### src/rtl/businv_pkg.sv
// Shared constants, toggle-count type and popcount helper for the partitioned bus-invert encoder.
package businv_pkg;

  localparam int DEF_WIDTH = 16;
  localparam int DEF_NPART = 2;
  localparam int POP_MAX   = 64;

  typedef logic [7:0] tcnt_t;

  // Callers zero-pad narrower vectors up to POP_MAX bits.
  function automatic tcnt_t popcount(input logic [POP_MAX-1:0] v);
    tcnt_t c;
    c = '0;
    for (int i = 0; i < POP_MAX; i++) c = c + tcnt_t'(v[i]);
    return c;
  endfunction

endpackage

### src/rtl/businv_lane.sv
// One invert partition: Hamming distance to the current bus value and the invert decision.
// Exposes the raw distance only when BUSINV_STATS_EN is defined.
module businv_lane
  import businv_pkg::*;
#(
  parameter int PW = 8
) (
  input  logic          en,
  input  logic [PW-1:0] din_p,
  input  logic [PW-1:0] bus_p,
  input  logic          inv_p,
  output logic [PW-1:0] bus_nxt,
  output logic          inv_nxt
`ifdef BUSINV_STATS_EN
  ,
  output tcnt_t         dist
`endif
);

  localparam tcnt_t HALF = tcnt_t'(PW / 2);

  logic [POP_MAX-1:0] diff;
  tcnt_t              d;

  always_comb begin
    diff           = '0;
    diff[PW-1:0]   = din_p ^ bus_p;
    d              = popcount(diff);
    inv_nxt        = 1'b0;
    // A tie keeps the previous polarity so the invert line does not toggle needlessly.
    if (en) begin
      if (d > HALF)       inv_nxt = 1'b1;
      else if (d == HALF) inv_nxt = inv_p;
    end
    bus_nxt = din_p ^ {PW{inv_nxt}};
  end

`ifdef BUSINV_STATS_EN
  assign dist = d;
`endif

endmodule

### src/rtl/businv_part_enc.sv
// Partitioned bus-invert encoder with registered outputs and a decoded loop-back word.
// Define BUSINV_STATS_EN to add the toggle/saved-toggle statistics counters.
module businv_part_enc
  import businv_pkg::*;
#(
  parameter int WIDTH = DEF_WIDTH,
  parameter int NPART = DEF_NPART
) (
  input  logic             ck,
  input  logic             rst_n,
  input  logic             en,
  input  logic             in_valid,
  output logic             in_ready,
  input  logic [WIDTH-1:0] din,
  output logic [WIDTH-1:0] bus_out,
  output logic [NPART-1:0] inv_out,
  output logic             out_valid,
  input  logic             out_ready,
  output logic [WIDTH-1:0] dout,
  output logic             dout_valid
`ifdef BUSINV_STATS_EN
  ,
  input  logic             stat_clr,
  output logic [15:0]      trans_cnt,
  output logic [15:0]      saved_cnt
`endif
);

  localparam int PW = WIDTH / NPART;

  logic             accept;
  logic             take;
  logic [WIDTH-1:0] bus_nxt;
  logic [NPART-1:0] inv_nxt;
  logic [WIDTH-1:0] inv_exp;
`ifdef BUSINV_STATS_EN
  tcnt_t            dist [NPART];
`endif

  assign in_ready = !out_valid || out_ready;
  assign accept   = in_valid && in_ready;
  assign take     = out_valid && out_ready;

  for (genvar p = 0; p < NPART; p++) begin : g_lane
    businv_lane #(.PW(PW)) u_lane (
      .en      (en),
      .din_p   (din[p*PW +: PW]),
      .bus_p   (bus_out[p*PW +: PW]),
      .inv_p   (inv_out[p]),
      .bus_nxt (bus_nxt[p*PW +: PW]),
      .inv_nxt (inv_nxt[p])
`ifdef BUSINV_STATS_EN
      ,
      .dist    (dist[p])
`endif
    );
    assign inv_exp[p*PW +: PW] = {PW{inv_out[p]}};
  end

  always_ff @(posedge ck or negedge rst_n) begin
    if (!rst_n) begin
      bus_out    <= '0;
      inv_out    <= '0;
      out_valid  <= 1'b0;
      dout       <= '0;
      dout_valid <= 1'b0;
    end else begin
      if (accept) begin
        bus_out <= bus_nxt;
        inv_out <= inv_nxt;
      end
      if (accept)    out_valid <= 1'b1;
      else if (take) out_valid <= 1'b0;
      if (take) dout <= bus_out ^ inv_exp;
      dout_valid <= take;
    end
  end

`ifdef BUSINV_STATS_EN
  logic [POP_MAX-1:0] bus_diff;
  logic [POP_MAX-1:0] inv_diff;
  logic [15:0]        tog;
  logic [15:0]        sum_d;
  logic [16:0]        trans_sum;
  logic signed [17:0] saved_sum;
  logic [15:0]        trans_new;
  logic [15:0]        saved_new;

  // Saved count can step down when a polarity flip costs more than it saves; clamp at both ends.
  always_comb begin
    bus_diff            = '0;
    bus_diff[WIDTH-1:0] = bus_nxt ^ bus_out;
    inv_diff            = '0;
    inv_diff[NPART-1:0] = inv_nxt ^ inv_out;
    tog                 = 16'(popcount(bus_diff)) + 16'(popcount(inv_diff));
    sum_d               = '0;
    for (int p = 0; p < NPART; p++) sum_d = sum_d + 16'(dist[p]);
    trans_sum = {1'b0, trans_cnt} + {1'b0, tog};
    trans_new = trans_sum[16] ? 16'hFFFF : trans_sum[15:0];
    saved_sum = $signed({2'b00, saved_cnt}) + $signed({2'b00, sum_d}) - $signed({2'b00, tog});
    if (saved_sum < 18'sd0)          saved_new = 16'h0000;
    else if (saved_sum > 18'sd65535) saved_new = 16'hFFFF;
    else                             saved_new = saved_sum[15:0];
  end

  always_ff @(posedge ck or negedge rst_n) begin
    if (!rst_n) begin
      trans_cnt <= '0;
      saved_cnt <= '0;
    end else if (stat_clr) begin
      trans_cnt <= '0;
      saved_cnt <= '0;
    end else if (accept) begin
      trans_cnt <= trans_new;
      saved_cnt <= saved_new;
    end
  end
`endif

endmodule

### config.mk
export PLATFORM = sky130hd
export DESIGN_NAME = businv_part_enc
export DESIGN_NICKNAME = d
export VERILOG_FILES = /design/src/rtl/businv_pkg.sv /design/src/rtl/businv_lane.sv /design/src/rtl/businv_part_enc.sv
export SDC_FILE = /design/constraint.sdc
export NUM_CORES = 1
export LEC_CHECK = 0
export BUFFER_PORTS_ARGS = -buffer_cell sky130_fd_sc_hd__buf_2
export CORE_MARGIN = 2
export CORE_UTILIZATION = 50
export DETAILED_ROUTE_END_ITERATION = 6
export HOLD_SLACK_MARGIN = 0.05
export MAX_ROUTING_LAYER = met4
export PLACE_DENSITY = 0.77
export SLEW_MARGIN = 20
export SYNTH_ARGS = -nofsm -noshare
export SYNTH_HDL_FRONTEND = slang
export SYNTH_SLANG_ARGS = --single-unit
### constraint.sdc
create_clock -name ck -period 7.3 [get_ports ck]
set_input_delay 1.095 -clock ck [delete_from_list [all_inputs] [get_ports ck]]
set_output_delay 1.095 -clock ck [all_outputs]
set_load 0.01 [all_outputs]
# Word level (Yosys, flattened, before mapping)

Index checks and enable logic that the tools add are counted.

Flip-flop bits (word level): 36
Input port bits: 21
Output and inout bits: 37
Logic and storage cells: 41

$add $sub $neg: 14
Magnitude comparators: 2
Equality and inequality tests: 2
Multiplexer cells: 8
Bitwise logic cells: 5
Reduce and logical (&&, ||, !) cells: 5

Operators with widths:

| kind               | count |
|---|---|
| $add 8x1->8        | 12 |
| $xor 8x8->8        | 4 |
| $eq 8x3->1 const B | 2 |
| $gt 8x3->1 const B | 2 |
| $xor 16x16->16     | 1 |
| $mux 1             | 8 |
| $add 1x1->2        | 2 |
| $logic_and 1x1->1  | 2 |
| $reduce_bool 2->1  | 1 |
| $logic_not 1->1    | 1 |
| $logic_or 1x1->1   | 1 |

# Logic depth before layout (Yosys ltp)

Gate-level depths: netlist of run 1.

Depth after elaboration: 13
Depth in mapped cells: 14
Depth with buffers taken out: 13

# Modules after synthesis

From an unflattened synthesis of run 1, not the netlist that was laid out.

Cell total of the unflattened synthesis: 263
Area, all modules: 2711.4 um^2

Modules (own cells, without submodules):

| module                          | times used | cells each | area each (um^2) | seq. area each (um^2) |
|---|---|---|---|---|
| businv_part_enc                 | 1          | 113        | 1506.4           | 900.9 |
| businv_lane at g_lane[0].u_lane | 1          | 75         | 603.1            | 0.0 |
| businv_lane at g_lane[1].u_lane | 1          | 75         | 601.8            | 0.0 |

# Worst setup path after synthesis of run 1

Ideal clock, no wire load.

Kind: input port to flip-flop
From: in din[0]
To: reg inv_out[0]
Library setup time: 125 ps
Data arrival time: 4180 ps
Required time: 7175 ps
Setup slack: 2996 ps
Cell stages on the path: 13
Buffers on the path: 1
Cell sequence: xor2_1 > ha_1 > inv_1 > fa_1 > fa_1 > fa_1 > inv_1 > fa_1 > nand2b_1 > o21ai_1 > a21boi_1 > buf_4 > mux2_2

Word-level cells in the longest chain between the ends: 12
Elaborated cells between the ends (all ways): 13
Those cells by class: add/sub (7); order compare (1); eq/ne (1); mux (3); bitwise (1)

Ends and longest elaborated chain:

| element                                            | RTL line              | RTL |
|---|---|---|
| start, declared                                    | businv_part_enc.sv:14 | `input logic [WIDTH-1:0] din,` |
| $xor 8x8->8 *                                      | businv_lane.sv:27     | `diff[PW-1:0] = din_p ^ bus_p;` |
| $add 1x1->2 *                                      | businv_pkg.sv:14      | `for (int i = 0; i < POP_MAX; i++) c = c + tcnt_t'(v[i]);` |
| $add 8x1->8 * (6 in a row)                         | businv_pkg.sv:14      |  |
| branches (longest 2 deep; another with $gt 8x3->1) | -                     |  |
| $mux 1 *                                           | businv_lane.sv:32     | `if (d > HALF) inv_nxt = 1'b1;` |
| $mux 1 *                                           | businv_lane.sv:31     | `if (en) begin` |
| end signal, assigned                               | businv_part_enc.sv:70 | `inv_out <= inv_nxt;` |
| end, declared                                      | businv_part_enc.sv:16 | `output logic [NPART-1:0] inv_out,` |

Every way passes the cells marked *.
A chain may end at the register's enable or synchronous reset.

# Worst setup path in the final report of run 1

From: in din[1]
To: reg bus_out[3]

Word-level cells in the longest chain between the ends: 13
Elaborated cells between the ends (all ways): 14
Those cells by class: add/sub (7); order compare (1); eq/ne (1); mux (3); bitwise (2)

Ends and longest elaborated chain:

| element                                            | RTL line              | RTL |
|---|---|---|
| $xor 8x8->8 *                                      | businv_lane.sv:27     |  |
| $add 1x1->2 *                                      | businv_pkg.sv:14      |  |
| $add 8x1->8 * (6 in a row)                         | businv_pkg.sv:14      |  |
| branches (longest 2 deep; another with $gt 8x3->1) | -                     |  |
| $mux 1 *                                           | businv_lane.sv:32     |  |
| $mux 1 *                                           | businv_lane.sv:31     |  |
| $xor 8x8->8 *                                      | businv_lane.sv:35     | `bus_nxt = din_p ^ {PW{inv_nxt}};` |
| end signal, assigned                               | businv_part_enc.sv:69 | `bus_out <= bus_nxt;` |
| end, declared                                      | businv_part_enc.sv:15 | `output logic [WIDTH-1:0] bus_out,` |

Marked as above.

==> Implementation_results.wiki, run 1 <==
{| class="wikitable"
! Metric !! Value
|-
| Max-cap violations || 0
|-
| Pin count of the biggest net entering global routing || 37
|-
| Most common cell after layout, fill and taps aside || sky130_fd_sc_hd__buf_2
|-
| Critical path data arrival time || 4650 ps
|-
| Hold Fails Final Rpt || 0
|-
| Type of the worst setup path || in -> reg
|-
| Number of fill cells || 345
|-
| CTS H-tree lvls || 2
|-
| TritonCTS clock tree || done
|-
| 1st-pass router iterations || 4
|-
| Global routing usage on met2 || 0.2692
|-
| Minimum setup slack in the final design || 2779 ps
|-
| Source-to-sink clock delay at the later pin of the worst-skew pair || 290 ps
|-
| Hold-fix buffers, CTS || 0
|-
| Largest stage delay, worst path || 740 ps
|-
| Most frequent cells in the layout || 57 x sky130_fd_sc_hd__buf_2, 45 x sky130_fd_sc_hd__xnor2_1, 36 x sky130_fd_sc_hd__dfrtp_1
|-
| Synth warnings || 0
|-
| Drt drc || 0
|-
| Gp weighted congestion || 0.8757
|-
| Period utilisation layout || 0.6193
|-
| Cell at the root of the clock tree || sky130_fd_sc_hd__clkbuf_8
|-
| Antenna Diode Count || 0
|-
| Startpoint of the tightest hold check path || dout[7]
|-
| Leftover overflow at the end of global routing || 0
|-
| Die footprint || 4680 um^2
|-
| Initial core utilization || 0.5186
|-
| Number of CTS-inserted buffers || 5
|-
| Endpoint class of the critical path || flip-flop
|-
| Half-perimeter wire length of the detailed placement result || 2.895 mm
|-
| Via-to-Cell Ratio || 4.749
|-
| GR Layer Usage met3 || 0.04112
|-
| Avg WL per Cell || 12.58 um
|-
| Number of instances in the synthesized netlist || 201
|-
| Die height || 68.41 um
|-
| Cell taking the most area after synthesis || sky130_fd_sc_hd__dfrtp_1
|-
| Via count of the routed design || 1439
|-
| Critical Path Start || din[1]
|-
| Primary flip-flop cell chosen by synthesis mapping || sky130_fd_sc_hd__dfrtp_1
|-
| Total Nets Final || 287
|-
| Clock skew || 4.894 ps
|-
| Transition time at the pin with the least slew margin || 1002 ps
|-
| Post-synthesis sequential area ratio || 0.4343
|-
| Required time at the endpoint of the critical path || 7430 ps
|-
| Initial drt markers || 89
|-
| Num Clock Sinks || 36
|-
| Vias in the first global route || 1336
|-
| Post-CTS setup-driven buffer insertion count || 0
|-
| Clock input transition at the sequential cells of the worst setup and hold paths || 70 ps
|-
| Core Footprint || 4000 um^2
|-
| FMAX || 221.2 MHz
|-
| Distinct cell type count of the synthesized netlist || 22
|-
| Nets in the synthesized netlist || 236
|-
| Setup TNS || 0 ps
|-
| Num rows || 23
|-
| Antenna viol nets, final || 0
|-
| Yosys top cell area share || 0.4343
|-
| Status || finished, final reports clean
|-
| Initial antenna violation count || 0
|-
| Final Routed Wirelength || 3.812 mm
|-
| Pre-CTS worst setup slack || 2436 ps
|-
| GRT met1 Usage || 0.2628
|-
| Setup repair after global routing missed its margin || no
|-
| Die span in x || 68.41 um
|-
| Layout-stage area growth over the synthesis result || 17.43%
|-
| Setup violations, final || 0
|-
| Kind of path behind the tightest hold check || reg -> reg
|-
| Share of cells above drive strength 1 || 0.2727
|-
| Gr busiest metal || met2
|-
| Normalized max-slew margin || 0.3303
|-
| Avg Synthesized Cell Area || 10.32 um^2
|-
| Number of top-level pins || 58
|-
| Critical-path top delay cell || sky130_fd_sc_hd__a21boi_1
|-
| Area occupied by multi-input gates || 1065 um^2
|-
| Count of input and output buffers || 57
|-
| Most repeated library cell on the critical path || sky130_fd_sc_hd__fa_1
|-
| Final Max Tran Viols || 0
|-
| Resize count post-CTS || 0
|-
| Final Critical Period || 4521 ps
|-
| EDFF count, synth || 0
|-
| Biggest area contributors in the synthesized netlist || sky130_fd_sc_hd__dfrtp_1 43%, sky130_fd_sc_hd__xnor2_1 19%, sky130_fd_sc_hd__fa_1 7.7%
|-
| Max Root-Sink Buffers || 2
|-
| Worst reg2reg startpoint || bus_out[1]
|-
| Critical path startpoint category || input port
|-
| Register cell area after layout || 900.9 um^2
|-
| Synthesized cell area || 2074 um^2
|-
| Critical path, cell by cell || buf_2, xor2_1, ha_1, inv_1, fa_1, fa_1, fa_1, inv_1, fa_1, nand2b_1, o21ai_1, a21boi_1, xnor2_1, o21ai_1
|-
| Global-route wire length before repair || 6.341 mm
|-
| Async SR Flop Fraction || 1.000
|-
| Number of storage elements in the synthesis netlist || 36
|-
| Max FO, Critical Path || 9
|-
| Global-route usage over all layers || 0.1935
|}
==> flip-flops by register name, summed over array words and instances (netlist names) <==
register / count
dout: 16
out_valid: 1
dout_valid: 1
inv_out: 2
bus_out: 16
==> per-stage QoR <==
stage,hold WS [ps],std cells,util,area [um^2]
2_1_floorplan,563.7,201,-,2074
3_5_place_dp,514.6,295,0.5859,2344
6_report,527.1,303,0.6090,2436
5_1_grt,548.9,303,0.6090,2436
3_3_place_gp,503.6,295,0.5859,2344
4_1_cts,529.9,303,0.6090,2436
==> final cells by class <==
cell class              instances  area share
clock inverters                 2    0.004109
repair buffers                 57      0.1171
clock buffers                   6     0.03390
well taps                      50     0.02568
multi-input cells             144      0.4371
inverters                       8     0.01233
flip-flops and latches         36      0.3698
==> routing by layer <==
| metal | part of all wire | wire [um] |
|---|---|---|
| met5 | 0 | 0 |
| met4 | 0.027 | 103 |
| met3 | 0.044 | 167 |
| met2 | 0.45 | 1700 |
| met1 | 0.48 | 1841 |
==> Yosys cell counts (all sizes together), types with 3 or more instances <==
cell type / number
xnor2: 45
dfrtp: 36
o21ai: 19
nand2: 17
nor2: 17
a21oi: 16
fa: 8
inv: 8
clkbuf: 7
buf: 6
ha: 6
xor2: 5
nand2b: 3
==> cells by family after synthesis <==
group / count (synthesis) / share of synthesized area
AOI/OAI and AO/OA: 38 / 0.09711
buffers and inverters: 21 / 0.05248
and+or+nand+nor: 40 / 0.08082
adders and majority gates: 14 / 0.1134
DFF: 36 / 0.4343
xor gates and xnor gates: 50 / 0.2111
muxes: 2 / 0.01086
==> final timing paths <==
check	end	slack, ps	depth (start not counted)
worst min-delay path	dout[7]	530	2
worst min register to register	dout[7]	530	2
worst max-delay path	bus_out[3]	2780	14
min in group asynchronous	bus_out[8]	870	1
worst max register to register	bus_out[3]	3220	13
max in group asynchronous	out_valid	5920	1
==> critical path, delay by kind of cell <==
family	cells	cell delay, ps
xor gates and xnor gates	2	340
AOI/OAI and AO/OA	3	890
buffers and inverters	3	220
adders and majority gates	5	2020
and+or+nand+nor	1	90
Power of run 1 is left out: the tool's default activity adds up to more than one toggle a clock period on the data nets, which glitch-free logic cannot reach.
==> inputs of run 2 (changes only) <==
--- a/config.mk
+++ b/config.mk
@@ -5,13 +5,14 @@
 export SDC_FILE = /design/constraint.sdc
 export NUM_CORES = 1
 export LEC_CHECK = 0
+export ABC_AREA = 1
 export BUFFER_PORTS_ARGS = -buffer_cell sky130_fd_sc_hd__buf_2
 export CORE_MARGIN = 2
-export CORE_UTILIZATION = 50
+export CORE_UTILIZATION = 48
 export DETAILED_ROUTE_END_ITERATION = 6
 export HOLD_SLACK_MARGIN = 0.05
 export MAX_ROUTING_LAYER = met4
-export PLACE_DENSITY = 0.77
+export PLACE_DENSITY = 0.76
 export SLEW_MARGIN = 20
 export SYNTH_ARGS = -nofsm -noshare
 export SYNTH_HDL_FRONTEND = slang
==> constraint.sdc (replaced) <==
create_clock -name ck -period 3.62 [get_ports ck]
set_input_delay 0.543 -clock ck [delete_from_list [all_inputs] [get_ports ck]]
set_output_delay 0.543 -clock ck [all_outputs]
set_load 0.01 [all_outputs]
==> Implementation_results.wiki, run 2 <==
{| class="wikitable"
! Metric !! Value
|-
| Async SR Flop Fraction || 1.000 (unchanged)
|-
| Primary flip-flop cell chosen by synthesis mapping || sky130_fd_sc_hd__dfrtp_1 (unchanged)
|-
| Initial drt markers || 190 (was 89)
|-
| Setup TNS || 0 ps (unchanged)
|-
| Highest layer used for signal routing || met4 (unchanged)
|-
| Antenna Diode Count || 0 (unchanged)
|-
| Max Root-Sink Buffers || 2 (unchanged)
|-
| Via count of the routed design || 1889 (was 1439)
|-
| Type of the worst setup path || reg -> reg (was in -> reg)
|-
| Num rows || 25 (was 23)
|-
| Layout-stage area growth over the synthesis result || 21.87% (was 17.43%)
|-
| Area occupied by multi-input gates || 1220 um^2 (was 1065 um^2)
|-
| Critical path startpoint category || flip-flop (was input port)
|-
| Kind of path behind the tightest hold check || in -> async (was reg -> reg)
|-
| FMAX || 289.9 MHz
|-
| Cell count of the worst reg-to-reg path || 16 (was 13)
|-
| Number of storage elements in the synthesis netlist || 36 (unchanged)
|-
| Most common cell after layout, fill and taps aside || sky130_fd_sc_hd__nand2_1 (was sky130_fd_sc_hd__buf_2)
|-
| Clock skew || 1.032 ps (was 4.894 ps)
|-
| Avg WL per Cell || 12.91 um (was 12.58 um)
|-
| Total Nets Final || 363 (was 287)
|-
| Cell types with the highest counts after synthesis || 87 x sky130_fd_sc_hd__nand2_1, 36 x sky130_fd_sc_hd__dfrtp_1, 28 x sky130_fd_sc_hd__inv_1, 28 x sky130_fd_sc_hd__xnor2_1, 19 x sky130_fd_sc_hd__nand3_1 (was 45 x sky130_fd_sc_hd__xnor2_1, 36 x sky130_fd_sc_hd__dfrtp_1, 17 x sky130_fd_sc_hd__nand2_1, 17 x sky130_fd_sc_hd__o21ai_1)
|-
| Setup slack of the most critical reg-to-reg path || 170 ps (was 3220 ps)
|-
| Biggest area contributors in the synthesized netlist || sky130_fd_sc_hd__dfrtp_1 40%, sky130_fd_sc_hd__nand2_1 14%, sky130_fd_sc_hd__xnor2_1 11% (was sky130_fd_sc_hd__dfrtp_1 43%, sky130_fd_sc_hd__xnor2_1 19%, sky130_fd_sc_hd__fa_1 7.7%)
|-
| Number of instances in the synthesized netlist || 264 (was 201)
|-
| Most frequent cells in the layout || 85 x sky130_fd_sc_hd__nand2_1, 57 x sky130_fd_sc_hd__buf_2, 36 x sky130_fd_sc_hd__dfrtp_1 (was 57 x sky130_fd_sc_hd__buf_2, 45 x sky130_fd_sc_hd__xnor2_1, 36 x sky130_fd_sc_hd__dfrtp_1)
|-
| Normalized max-slew margin || 0.4337 (was 0.3303)
|-
| Half-perimeter wire length of the detailed placement result || 3.594 mm (was 2.895 mm)
|-
| Vias in the first global route || 1742 (was 1336)
|-
| Die span in x || 72.78 um (was 68.41 um)
|-
| Drt drc || 0 (unchanged)
|-
| Global-route usage over all layers || 0.2036 (was 0.1935)
|-
| Wire length on met2 || 2.298 mm (was 1.700 mm)
|-
| Top flop regs || bus_out (16), dout (16), inv_out (2) (unchanged)
|-
| Worst reg2reg startpoint || bus_out[9] (was bus_out[1])
|-
| Initial core utilization || 0.4905 (was 0.5186)
|-
| Hold Fails Final Rpt || 0 (unchanged)
|-
| Max-cap violations || 0 (unchanged)
|-
| Source-to-sink clock delay at the later pin of the worst-skew pair || 290 ps (about the same)
|-
| Register cell area after layout || 900.9 um^2 (unchanged)
|-
| Routed length on met1 || 2.370 mm (was 1.841 mm)
|-
| EDFF count, synth || 0 (unchanged)
|-
| Gp weighted congestion || 0.8018 (was 0.8757)
|-
| Yosys top cell area share || 0.3967 (was 0.4343)
|-
| Period utilisation layout || 0.9530
|-
| Final Max Tran Viols || 0 (unchanged)
|-
| Num Clock Sinks || 36 (unchanged)
|-
| Max FO, Critical Path || 5 (was 9)
|-
| Amount of wire on met3 after detailed routing || 210 um (was 167 um)
|-
| Antenna viol nets, final || 0 (unchanged)
|-
| Setup repair after global routing missed its margin || no (unchanged)
|-
| Number of top-level pins || 58 (unchanged)
|-
| Synth warnings || 0 (unchanged)
|-
| Die footprint || 5297 um^2 (was 4680 um^2)
|-
| Synthesized cell area || 2271 um^2 (was 2074 um^2)
|-
| Critical path data arrival time || 3630 ps (was 4650 ps)
|-
| CTS H-tree lvls || 2 (unchanged)
|-
| Leftover overflow at the end of global routing || 0 (unchanged)
|-
| Count of input and output buffers || 57 (unchanged)
|-
| Post-synthesis sequential area ratio || 0.3967 (was 0.4343)
|-
| Core Footprint || 4629 um^2 (was 4000 um^2)
|-
| Pin count of the biggest net entering global routing || 37 (unchanged)
|-
| Most repeated cell in the gate-level netlist after synthesis || sky130_fd_sc_hd__nand2_1 (was sky130_fd_sc_hd__xnor2_1)
|-
| Transition time at the pin with the least slew margin || 847.4 ps (was 1002 ps)
|-
| Number of fill cells || 394 (was 345)
|-
| Clock input transition at the sequential cells of the worst setup and hold paths || 70 ps (about the same)
|-
| Share of cells above drive strength 1 || 0.3070 (was 0.2727)
|-
| Global-route wire length before repair || 8.121 mm (was 6.341 mm)
|-
| Endpoint class of the critical path || flip-flop (unchanged)
|-
| Endpoint of the lowest-slack register-to-register path || bus_out[12] (was bus_out[3])
|-
| 1st-pass router iterations || 4 (unchanged)
|-
| Final Critical Period || 3450 ps
|-
| Cell at the root of the clock tree || sky130_fd_sc_hd__clkbuf_8 (unchanged)
|-
| Die height || 72.78 um (was 68.41 um)
|-
| Cell taking the most area after synthesis || sky130_fd_sc_hd__dfrtp_1 (unchanged)
|-
| Number of CTS-inserted buffers || 5 (unchanged)
|-
| Distinct cell type count of the synthesized netlist || 21 (was 22)
|-
| Via-to-Cell Ratio || 4.932 (was 4.749)
|-
| TritonCTS clock tree || done (unchanged)
|-
| Initial antenna violation count || 0 (unchanged)
|-
| Setup violations, final || 0 (unchanged)
|-
| Required time at the endpoint of the critical path || 3800 ps (was 7430 ps)
|-
| Avg Synthesized Cell Area || 8.602 um^2 (was 10.32 um^2)
|-
| Final Routed Wirelength || 4.944 mm (was 3.812 mm)
|-
| Status || finished, final reports clean (unchanged)
|-
| Nets in the synthesized netlist || 299 (was 236)
|}
run 2: area by class of cell:
type,count,share of cell area
timing repair buffer,66,0.1275
sequential,36,0.3255
inverter,30,0.04159
multi-input combinational,189,0.4408
clock buffer,5,0.02486
tap,54,0.02441
clock inverter,3,0.01537
run 2: per-layer routing:
layer,up-vias,track usage
li1,948,-
met1,886,0.2852
met2,48,0.3071
met3,7,0.03591
met4,0,0.05556
met5,-,-
run 2: kinds of logic after synthesis:
| kind of cell | Yosys count | share of synthesized area |
|---|---|---|
| flip-flops | 36 | 0.3967 |
| adder cells (fa/ha/maj) | 14 | 0.1036 |
| AO/OA/AOI/OAI | 25 | 0.06666 |
| XOR/XNOR | 32 | 0.1234 |
| buffers and inverters | 42 | 0.08595 |
| AND/OR/NAND/NOR | 115 | 0.2237 |
run 2: metrics by stage:
stage / util / instances / area (um^2) / hold slack (ps) / setup WS [ps]
global placement: 0.5641 / 372 / 2611 / 461.6 / -301.8
global route: 0.5978 / 383 / 2768 / 402.9 / 1.183
detailed placement: 0.5641 / 372 / 2611 / 469.1 / -334.2
floorplan: - / 264 / 2271 / 247.4 / 34.05
finish: 0.5978 / 383 / 2768 / 323.6 / 170.0
CTS: 0.5895 / 381 / 2729 / 362.2 / 6.131
run 2: repair_timing:
| item | 4_1_cts | 5_1_grt |
|---|---|---|
| cloned | 1 | 2 |
| setup buffers | 0 | 0 |
| setup endpoints to repair | 8 | 18 |
| pin swaps | 1 | 7 |
| gates resized for setup | 0 | 8 |
| hold buffers | 0 | 0 |
run 2: worst max-delay path by stage:
stage / from / slack (ps) / endpoint / cells past startpoint
after floorplan: din[0] / 30 / inv_out[0] / 15
after global placement: din[8] / -300 / bus_out[9] / 17
after detailed placement: din[8] / -330 / bus_out[12] / 17
after CTS: bus_out[1] / 6 / inv_out[0] / 14
after global routing: bus_out[9] / 1 / bus_out[8] / 16
final: bus_out[9] / 170 / bus_out[12] / 16
run 2: worst max-delay path, cell delays in order, from the launching register on:
cell	delay, ps
sky130_fd_sc_hd__dfrtp_1	400
sky130_fd_sc_hd__xor2_1	150
sky130_fd_sc_hd__ha_1	270
sky130_fd_sc_hd__inv_1	50
sky130_fd_sc_hd__fa_1	530
sky130_fd_sc_hd__fa_1	450
sky130_fd_sc_hd__fa_2	360
sky130_fd_sc_hd__inv_2	70
sky130_fd_sc_hd__fa_1	400
sky130_fd_sc_hd__inv_1	70
sky130_fd_sc_hd__nand3_1	90
sky130_fd_sc_hd__nand2_2	120
sky130_fd_sc_hd__nand2_4	100
sky130_fd_sc_hd__nand2_4	100
sky130_fd_sc_hd__nand2_1	60
sky130_fd_sc_hd__nand3_1	60
sky130_fd_sc_hd__nand2_1	60
Power of run 2 is left out for the same reason.
